## src/rtl/time_entry_ctrl.sv

```systemverilog
// Front-panel time-entry controller: debounces the MODE/INC keys, edits a shadow H:M:S
// and hands it to the timekeeping block with a one-cycle load strobe.
module time_entry_ctrl #(
    parameter int DEB_CNT    = 4,
    parameter int REPEAT_DLY = 8,
    parameter int REPEAT_PER = 2,
    parameter int TIMEOUT    = 60,
    parameter int BLINK_HALF = 1
) (
    input  logic       CLK,
    input  logic       reset,
    input  logic       tick,
    input  logic       KEY_MODE,
    input  logic       KEY_INC,
    input  logic [7:0] cur_hrs,
    input  logic [7:0] cur_min,
    input  logic [7:0] cur_sec,
    output logic [7:0] set_hrs,
    output logic [7:0] set_min,
    output logic [7:0] set_sec,
    output logic       load,
    output logic       editing,
    output logic [1:0] field,
    output logic       blink
);

    localparam int DEB_W = $clog2(DEB_CNT + 1);
    localparam int RPT_W = $clog2(REPEAT_DLY + 1);
    localparam int TMO_W = $clog2(TIMEOUT + 1);
    localparam int BLK_W = $clog2(BLINK_HALF + 1);

    localparam int K_MODE = 0;
    localparam int K_INC  = 1;

    typedef enum logic [2:0] {
        ST_IDLE,
        ST_SET_HR,
        ST_SET_MIN,
        ST_SET_SEC,
        ST_COMMIT
    } state_t;

    state_t state_q, state_d;

    // Key pipeline, bit 0 = MODE, bit 1 = INC. Synchroniser holds raw (active-low) levels,
    // deb_q holds the debounced pressed state (1 = pressed).
    logic [1:0]            sync1_q, sync1_d;
    logic [1:0]            sync2_q, sync2_d;
    logic [1:0]            deb_q, deb_d;
    logic [1:0]            deb_prev_q, deb_prev_d;
    logic [1:0][DEB_W-1:0] deb_cnt_q, deb_cnt_d;

    logic [RPT_W-1:0] rpt_cnt_q, rpt_cnt_d;
    logic             rpt_fire_q, rpt_fire_d;
    logic [TMO_W-1:0] tmo_cnt_q, tmo_cnt_d;
    logic [BLK_W-1:0] blink_cnt_q, blink_cnt_d;
    logic             blink_q, blink_d;

    logic [7:0] set_hrs_q, set_hrs_d;
    logic [7:0] set_min_q, set_min_d;
    logic [7:0] set_sec_q, set_sec_d;

    logic mode_evt;
    logic inc_evt;
    logic key_evt;
    logic in_edit;
    logic tmo_expire;

    assign mode_evt = deb_q[K_MODE] & ~deb_prev_q[K_MODE];
    assign inc_evt  = (deb_q[K_INC] & ~deb_prev_q[K_INC]) | rpt_fire_q;
    assign key_evt  = mode_evt | inc_evt;
    assign in_edit  = (state_q == ST_SET_HR) || (state_q == ST_SET_MIN) ||
                      (state_q == ST_SET_SEC);

    // ------------------------------------------------------------------
    // Key synchronisation, debounce and auto-repeat
    // ------------------------------------------------------------------
    always_comb begin
        // NOTE: every signal gets its default first so no path leaves it unassigned (no latch).
        sync1_d    = {KEY_INC, KEY_MODE};
        sync2_d    = sync1_q;
        deb_d      = deb_q;
        deb_prev_d = deb_q;
        deb_cnt_d  = deb_cnt_q;
        for (int k = 0; k < 2; k++) begin
            if (tick) begin
                if (~sync2_q[k] != deb_q[k]) begin
                    if (deb_cnt_q[k] == DEB_W'(DEB_CNT - 1)) begin
                        deb_d[k]     = ~sync2_q[k];
                        deb_cnt_d[k] = '0;
                    end else begin
                        deb_cnt_d[k] = deb_cnt_q[k] + 1'b1;
                    end
                end else begin
                    deb_cnt_d[k] = '0;
                end
            end
        end
    end

    // Repeat counter rewinds by REPEAT_PER after each firing so it never exceeds REPEAT_DLY.
    always_comb begin
        rpt_cnt_d  = rpt_cnt_q;
        rpt_fire_d = 1'b0;
        if (!deb_q[K_INC]) begin
            rpt_cnt_d = '0;
        end else if (tick) begin
            if (rpt_cnt_q == RPT_W'(REPEAT_DLY - 1)) begin
                rpt_fire_d = 1'b1;
                rpt_cnt_d  = RPT_W'(REPEAT_DLY - REPEAT_PER);
            end else begin
                rpt_cnt_d = rpt_cnt_q + 1'b1;
            end
        end
    end

    // ------------------------------------------------------------------
    // Edit FSM: state register / next state / outputs
    // ------------------------------------------------------------------
    always_ff @(posedge CLK) begin
        // NOTE: sequential state uses non-blocking assignment so all flops update together.
        if (!reset) begin
            state_q <= ST_IDLE;
        end else begin
            state_q <= state_d;
        end
    end

    assign tmo_expire = tick && in_edit && !key_evt && (tmo_cnt_q == TMO_W'(TIMEOUT - 1));

    always_comb begin
        state_d = state_q;
        unique case (state_q)
            ST_IDLE:    if (mode_evt) state_d = ST_SET_HR;
            ST_SET_HR:  if (mode_evt) state_d = ST_SET_MIN;
                        else if (tmo_expire) state_d = ST_IDLE;
            ST_SET_MIN: if (mode_evt) state_d = ST_SET_SEC;
                        else if (tmo_expire) state_d = ST_IDLE;
            ST_SET_SEC: if (mode_evt) state_d = ST_COMMIT;
                        else if (tmo_expire) state_d = ST_IDLE;
            ST_COMMIT:  state_d = ST_IDLE;
            default:    state_d = ST_IDLE;
        endcase
    end

    always_comb begin
        load    = 1'b0;
        editing = 1'b0;
        field   = 2'd0;
        unique case (state_q)
            ST_SET_HR:  begin editing = 1'b1; field = 2'd1; end
            ST_SET_MIN: begin editing = 1'b1; field = 2'd2; end
            ST_SET_SEC: begin editing = 1'b1; field = 2'd3; end
            ST_COMMIT:  load = 1'b1;
            default:    ;
        endcase
        blink = blink_q & editing;
    end

    // ------------------------------------------------------------------
    // Shadow time, timeout and blink
    // ------------------------------------------------------------------
    always_comb begin
        set_hrs_d = set_hrs_q;
        set_min_d = set_min_q;
        set_sec_d = set_sec_q;
        if (state_q == ST_IDLE && mode_evt) begin
            set_hrs_d = cur_hrs;
            set_min_d = cur_min;
            set_sec_d = cur_sec;
        end else if (in_edit && !mode_evt && inc_evt) begin
            // Compare-and-clear so out-of-range captured values also fall back to 0.
            case (state_q)
                ST_SET_HR:  set_hrs_d = (set_hrs_q >= 8'd23) ? 8'd0 : set_hrs_q + 8'd1;
                ST_SET_MIN: set_min_d = (set_min_q >= 8'd59) ? 8'd0 : set_min_q + 8'd1;
                ST_SET_SEC: set_sec_d = (set_sec_q >= 8'd59) ? 8'd0 : set_sec_q + 8'd1;
                default:    ;
            endcase
        end
    end

    always_comb begin
        tmo_cnt_d = tmo_cnt_q;
        if (!in_edit || key_evt) begin
            tmo_cnt_d = '0;
        end else if (tick) begin
            tmo_cnt_d = tmo_expire ? '0 : tmo_cnt_q + 1'b1;
        end
    end

    always_comb begin
        blink_cnt_d = blink_cnt_q;
        blink_d     = blink_q;
        if (!in_edit) begin
            blink_cnt_d = '0;
            blink_d     = 1'b0;
        end else if (tick) begin
            if (blink_cnt_q == BLK_W'(BLINK_HALF - 1)) begin
                blink_cnt_d = '0;
                blink_d     = ~blink_q;
            end else begin
                blink_cnt_d = blink_cnt_q + 1'b1;
            end
        end
    end

    always_ff @(posedge CLK) begin
        if (!reset) begin
            sync1_q     <= 2'b11;
            sync2_q     <= 2'b11;
            deb_q       <= 2'b00;
            deb_prev_q  <= 2'b00;
            deb_cnt_q   <= '0;
            rpt_cnt_q   <= '0;
            rpt_fire_q  <= 1'b0;
            tmo_cnt_q   <= '0;
            blink_cnt_q <= '0;
            blink_q     <= 1'b0;
            set_hrs_q   <= 8'd0;
            set_min_q   <= 8'd0;
            set_sec_q   <= 8'd0;
        end else begin
            sync1_q     <= sync1_d;
            sync2_q     <= sync2_d;
            deb_q       <= deb_d;
            deb_prev_q  <= deb_prev_d;
            deb_cnt_q   <= deb_cnt_d;
            rpt_cnt_q   <= rpt_cnt_d;
            rpt_fire_q  <= rpt_fire_d;
            tmo_cnt_q   <= tmo_cnt_d;
            blink_cnt_q <= blink_cnt_d;
            blink_q     <= blink_d;
            set_hrs_q   <= set_hrs_d;
            set_min_q   <= set_min_d;
            set_sec_q   <= set_sec_d;
        end
    end

    assign set_hrs = set_hrs_q;
    assign set_min = set_min_q;
    assign set_sec = set_sec_q;

endmodule

```

## config.mk

```make
export PLATFORM = sky130hd
export DESIGN_NAME = time_entry_ctrl
export DESIGN_NICKNAME = d
export VERILOG_FILES = /design/src/rtl/time_entry_ctrl.sv
export SDC_FILE = /design/constraint.sdc
export NUM_CORES = 1
export LEC_CHECK = 0
export CAP_MARGIN = 20
export CELL_PAD_IN_SITES_DETAIL_PLACEMENT = 0
export CELL_PAD_IN_SITES_GLOBAL_PLACEMENT = 1
export CORE_ASPECT_RATIO = 1.25
export CORE_MARGIN = 8
export CORE_UTILIZATION = 33
export DETAILED_ROUTE_END_ITERATION = 8
export PLACE_DENSITY = 0.8
export SLEW_MARGIN = 20
export SYNTH_ARGS = -nofsm -noshare
export SYNTH_HDL_FRONTEND = slang
export SYNTH_SLANG_ARGS = --single-unit
```

## constraint.sdc

```tcl
create_clock -name CLK -period 1.74 [get_ports CLK]
set_input_delay 0.261 -clock CLK [delete_from_list [all_inputs] [get_ports CLK]]
set_output_delay 0.261 -clock CLK [all_outputs]
set_load 0.05 [all_outputs]
```

==> flow_metrics.env, run 1 <==
export IMPL_grt_overflow=0
export IMPL_portBuffers=57
export IMPL_chipHeight_um=112.9
export IMPL_dp_slack_ps=-24.65
export IMPL_layout_min_cycle_time_ps=1734
export IMPL_drv_cap=0
export IMPL_ys_warn_count=0
export IMPL_syn_area_um2=2481
export IMPL_wl_mm=6.495
export IMPL_relSlewSlack_pct=79.15
export IMPL_cts_sinks=53
export IMPL_reg2reg_slack_ps=6
export IMPL_placedCellCount=453
export IMPL_worst_path_largest_cell_delay_ps=430
export IMPL_drive_gt1_share_pct=24.32
export IMPL_syn_avg_cell_area_um2=8.468
export IMPL_synthToLayoutAreaGrowth_pct=40.29
export IMPL_cts_root_buf="clkbuf_8"
export IMPL_grt_pass1_vias=2379
export IMPL_cts_max_level=2
export IMPL_synth_ff_type="dfxtp_1"
export IMPL_clk_path_buf_depth=2
export IMPL_synth_cell_types=46
export IMPL_die_w_um=93.56
export IMPL_vdd_ir_drop_max_uv=414.9
export IMPL_min_period_over_period_pct=99.67
export IMPL_fillers=726
export IMPL_drtPass1Iterations=4
export IMPL_core_area_um2=7313
export IMPL_drcViolationCount=0
export IMPL_p_leak_nw=1.320
export IMPL_min_path_type="register to register"
export IMPL_grt_max_degree=27
export IMPL_syn_nets=329
export IMPL_ant_nets=0
export IMPL_synth_fa_ha_area_share_pct=3.530
export IMPL_io_pins=58
export IMPL_dr_total_vias=2389
export IMPL_finalSetupViolations=0
export IMPL_setup_ws_ps=5.744
export IMPL_grt_pass1_wl_mm=10.85
export IMPL_cp_max_fo=2
export IMPL_stdcell_count=462
export IMPL_synth_compound_area_share_pct=18.41
export IMPL_nets=405
export IMPL_critical_path_class="register to register"
export IMPL_routedWlPerCell_um=14.06
export IMPL_final_max_slew_viol_count=0
export IMPL_clk_latency_ps=300
export IMPL_synthMuxAreaShare_pct=1.261
export IMPL_antenna_cells=0
export IMPL_design_area_um2=3481
export IMPL_powerDensity_nw_per_um2=631.0
export IMPL_cts_hold_repair_buffers=0
export IMPL_cts_tree="yes"
export IMPL_die_area_um2=10570
export IMPL_numCtsBuffers=5
export IMPL_end_kind="register"
export IMPL_start_util_pct=33.93
export IMPL_synth_edf_count=0
export IMPL_slowest_stage="a2111o_1"
export IMPL_drt_iter0_drc=77
export IMPL_cp_cell_sequence="a2111o_1 > a311o_1 > or4_1 > a31oi_1"
export IMPL_synth_xor_area_share_pct=3.177
export IMPL_yosys_area_share_simple_pct=27.18
export IMPL_max_freq_mhz=576.6
export IMPL_ys_ff_latch=53
export IMPL_synth_top_family_by_area="simple AND/OR/NAND/NOR gates"
export IMPL_worst_pin_slew_ps=311.8
export IMPL_tns_ps=0
export IMPL_finClkSkew_ps=6.034
export IMPL_placed_area_um2=3296
export IMPL_dp_hpwl_mm=4.919
export IMPL_synth_cells=293
export IMPL_place_congestion=0.8037
export IMPL_path_clk_slew_ps=90
export IMPL_synth_yosys_seq_area_share_pct=42.76
export IMPL_grtUsageTotal_pct=12.32
export IMPL_hold_viol=0
export IMPL_num_rows=35
export IMPL_fin_util_pct=47.60
export IMPL_cp_data_arrival_time_ps=1970
export IMPL_async_flop_share_pct=0
export IMPL_vias_per_cell=5.171
export IMPL_antenna_found_initial=0
export IMPL_startpoint_type="register"
export IMPL_status="finished clean"
export IMPL_crit_required_ps=1970
export IMPL_rsz0062_at_grt="yes"
==> routing by layer <==
| metal | vias to the layer above | global-route usage (%) | routed length (µm) | part of all wire, % |
|---|---|---|---|---|
| li1 | 1204 | - | - | - |
| met2 | 45 | 22.62 | 3326 | 51 |
| met1 | 1133 | 13.22 | 2779 | 43 |
| met3 | 7 | 3.709 | 330 | 5.1 |
| met4 | 0 | 3.075 | 59 | 0.91 |
| met5 | - | 0 | 0 | 0 |
==> path summary, 6_finish.rpt <==
path,start,endpoint,cells past startpoint
setup / recovery,set_hrs[3],set_hrs[3],4
setup reg to reg,set_hrs[3],set_hrs[3],4
hold reg to reg,sync1_q[1],sync2_q[1],1
hold / removal,sync1_q[1],sync2_q[1],1
==> stage by stage <==
| stage | total power [mW] | hold slack (ps) |
|---|---|---|
| 2_1_floorplan | 1.284 | 362.5 |
| 3_3_place_gp | 1.364 | 389.7 |
| 3_5_place_dp | 1.365 | 396.8 |
| 4_1_cts | 2.231 | 418.9 |
| 5_1_grt | 2.286 | 447.1 |
| 6_report | 2.196 | 414.8 |
==> logic make-up after synthesis <==
logic type / count (synthesis)
muxes: 3
xor gates and xnor gates: 9
and+or+nand+nor: 131
AOI/OAI and AO/OA: 68
buffers and inverters: 22
DFF: 53
adders and majority gates: 7
==> layout make-up <==
class | instances | area (µm²) | area share, %
clock inverter | 1 | 30.03 | 0.8627
inverter | 9 | 33.78 | 0.9705
timing repair buffer | 82 | 755.7 | 21.71
multi-input combinational | 218 | 1381 | 39.68
sequential | 53 | 1079 | 30.98
tap | 92 | 115.1 | 3.307
clock buffer | 7 | 86.33 | 2.480
==> critical path: cells and delay by family (launching register included) <==
kind	cells	cell delay (ps)
AOI/OAI and AO/OA	3	940
and+or+nand+nor	1	400
DFF	1	330
==> cell usage in the layout (no fill, tap or decap), drive strengths merged, types with 4 or more instances in the layout <==
| cell type | n |
|---|---|
| buf | 54 |
| dfxtp | 53 |
| nor2 | 33 |
| nand2 | 31 |
| a21oi | 28 |
| clkdlybuf4s50 | 28 |
| nand2b | 10 |
| nor3 | 10 |
| inv | 9 |
| o21ai | 8 |
| nand4 | 7 |
| ha | 7 |
| nand3 | 7 |
| clkbuf | 7 |
| and3 | 6 |
| and2 | 6 |
| xnor2 | 5 |
| o211ai | 5 |
| a31oi | 5 |
| nor2b | 5 |
| a221oi | 4 |
| a311oi | 4 |
| xor2 | 4 |
| o2111ai | 4 |
==> Yosys cell counts, types with 2 or more instances <==
master,count,area (µm²)
dfxtp_1,53,1061
nor2_1,33,123.9
nand2_1,31,116.4
a21oi_1,28,140.1
clkbuf_1,11,41.29
nand2b_1,10,62.56
nor3_1,10,50.05
inv_1,9,33.78
o21ai_0,8,40.04
ha_1,7,87.58
nand4_1,7,43.79
and3_1,6,37.54
nand3_1,6,30.03
a31oi_1,5,31.28
nor2b_1,5,31.28
o211ai_1,5,37.54
xnor2_1,5,43.79
a221oi_1,4,35.03
a311oi_1,4,35.03
and2_1,4,25.02
xor2_1,4,35.03
a22oi_1,3,22.52
a32oi_1,3,26.28
nand3b_1,3,22.52
nor4_1,3,18.77
o2111ai_1,3,26.28
a211oi_1,2,15.01
and2b_1,2,15.01
mux2i_1,2,20.02
==> state kept, by name, indices dropped and copies added (netlist names), 2 cells and up <==
name        flops
set_sec         8
deb_cnt_q       6
rpt_cnt_q       4
tmo_cnt_q       6
sync2_q         2
deb_prev_q      2
set_hrs         8
sync1_q         2
deb_prev_d      2
state_q         3
set_min         8
==> where the power goes <==
part | internal [mW] | total, mW | switching, mW
Sequential | 1.21 | 1.22 | 0.00243
Combinational | 0.0723 | 0.116 | 0.0441
Clock | 0.469 | 0.863 | 0.394
Total | 1.76 | 2.20 | 0.441
==> timing repair <==
item,in CTS,in global routing
endpoints found under the setup margin,6,15
setup buffers,0,1
gates resized for setup,6,14
pin swaps,1,4
(Power assumes the default switching activity.)
==> run 2: changes to the inputs <==
--- a/config.mk
+++ b/config.mk
@@ -19 +19,2 @@
 export SYNTH_SLANG_ARGS = --single-unit
+export TNS_END_PERCENT = 5
==> constraint.sdc (replaced) <==
create_clock -name CLK -period 1.74 [get_ports CLK]
set_input_delay 0.522 -clock CLK [delete_from_list [all_inputs] [get_ports CLK]]
set_output_delay 0.522 -clock CLK [all_outputs]
set_load 0.05 [all_outputs]
==> flow_metrics.env, run 2 (synthesis gave the netlist of run 1 again) <==
export IMPL_drive_gt1_share_pct=24.87
export IMPL_routedWlPerCell_um=14.00
export IMPL_ant_nets=0
export IMPL_num_rows=35
export IMPL_drt_iter0_drc=106
export IMPL_chipHeight_um=112.9
export IMPL_worst_pin_slew_ps=395.4
export IMPL_startpoint_type="register"
export IMPL_cp_num_buf_inv=2
export IMPL_antenna_cells=0
export IMPL_p_total_mw=2.027
export IMPL_clk_path_buf_depth=2
export IMPL_rsz0062_at_grt="yes"
export IMPL_finalSetupViolations=0
export IMPL_final_max_slew_viol_count=0
export IMPL_placedCellCount=469
export IMPL_core_area_um2=7313
export IMPL_worstHoldStart="sync1_q[1]"
export IMPL_die_area_um2=10570
export IMPL_finClkSkew_ps=8.681
export IMPL_min_period_over_period_pct=98.89
export IMPL_critPathLaunch="state_q[2]"
export IMPL_cp_max_fo=6
export IMPL_crit_family="flip-flops"
export IMPL_dp_hpwl_mm=5.251
export IMPL_status="finished clean"
export IMPL_antenna_found_initial=0
export IMPL_drtPass1Iterations=4
export IMPL_grt_overflow=0
export IMPL_dr_total_vias=2440
export IMPL_stdcell_count=478
export IMPL_cp_cell_sequence="and2b_2 > buf_6 > buf_12"
export IMPL_nets=421
export IMPL_portBuffers=57
export IMPL_hold_viol=0
export IMPL_cts_sinks=53
export IMPL_clk_latency_ps=300
export IMPL_critical_path_class="register to output pin"
export IMPL_powerDensity_nw_per_um2=526.0
export IMPL_io_pins=58
export IMPL_cts_max_level=2
export IMPL_synthToLayoutAreaGrowth_pct=55.32
export IMPL_cp_data_arrival_time_ps=1200
export IMPL_worst_path_largest_cell_delay_ps=390
export IMPL_layout_min_cycle_time_ps=1721
export IMPL_min_path_type="register to register"
export IMPL_multi_input_area_um2=1365
export IMPL_fillers=685
export IMPL_grt_pass1_wl_mm=11.37
export IMPL_grt_pass1_vias=2526
export IMPL_r2r_start="set_hrs[0]"
export IMPL_place_congestion=0.7702
export IMPL_cts_hold_repair_buffers=0
export IMPL_wl_mm=6.693
export IMPL_p_leak_nw=1.456
export IMPL_numCtsBuffers=5
export IMPL_relSlewSlack_pct=73.61
export IMPL_seq_area_um2=1071
export IMPL_drv_cap=0
export IMPL_crit_required_ps=1220
export IMPL_layout_common_cells="49 x dfxtp_1, 39 x buf_4, 31 x nand2_1"
export IMPL_max_freq_mhz=581.2
export IMPL_vdd_ir_drop_max_uv=534.9
export IMPL_path_clk_slew_ps=90
export IMPL_die_w_um=93.56
export IMPL_slowest_stage="dfxtp_4"
export IMPL_vias_per_cell=5.105
export IMPL_drcViolationCount=0
export IMPL_end_kind="output pin"
export IMPL_grt_max_degree=27
export IMPL_cts_root_buf="clkbuf_8"
export IMPL_cts_tree="yes"
export IMPL_start_util_pct=33.93
export IMPL_grtUsageTotal_pct=12.83
export IMPL_final_common_cell="dfxtp_1"
run 2: path summary, 6_finish.rpt:
path | to | slack, ps | cells past startpoint
hold / removal | sync2_q[1] | 420 | 1
setup reg to reg | set_hrs[3] | 50 | 5
setup / recovery | field[0] | 20 | 3
hold reg to reg | sync2_q[1] | 420 | 1
run 2: area by class of cell:
class / instances / area share [%]
multi-input combinational: 218 / 35.42
timing repair buffer: 98 / 30.75
sequential: 53 / 27.79
tap: 92 / 2.987
clock buffer: 7 / 1.981
inverter: 9 / 0.8766
clock inverter: 1 / 0.1948
run 2: where the power goes:
part	internal [mW]	leakage, nW	switching, mW
clock	0.286	0.0385	0.402
sequential	1.21	0.430	0.00260
combinational	0.0769	0.988	0.0455
total	1.58	1.46	0.450
run 2: timing repair:
action,4_1_cts,5_1_grt
setup endpoints to repair,7,15
hold endpoints to repair,0,0
resized for setup,7,9
setup buffers,1,0
pin swaps,2,2
run 2: metal layers:
layer / track usage [%] / vias up / wire [µm]
met5: 0 / - / 0
met4: 2.651 / 0 / 55
met3: 3.444 / 5 / 341
met2: 22.95 / 40 / 3506
met1: 14.73 / 1156 / 2790
li1: - / 1239 / -
run 2: through the flow:
| step | setup slack (ps) | hold WS [ps] | util (%) | cell area (µm²) | setup TNS [ps] |
|---|---|---|---|---|---|
| final | 19.34 | 422.7 | 52.69 | 3854 | 0 |
| after global routing | -32.69 | 446.6 | 52.69 | 3854 | -103.1 |
| after CTS | -14.93 | 427.4 | 52.37 | 3830 | -14.93 |
| after detailed placement | -243.5 | 402.6 | 50.90 | 3722 | -1260 |
| after global placement | -208.1 | 392.5 | 50.90 | 3722 | -901.1 |
| after floorplan | -320.8 | 386.3 | - | 2491 | -1428 |
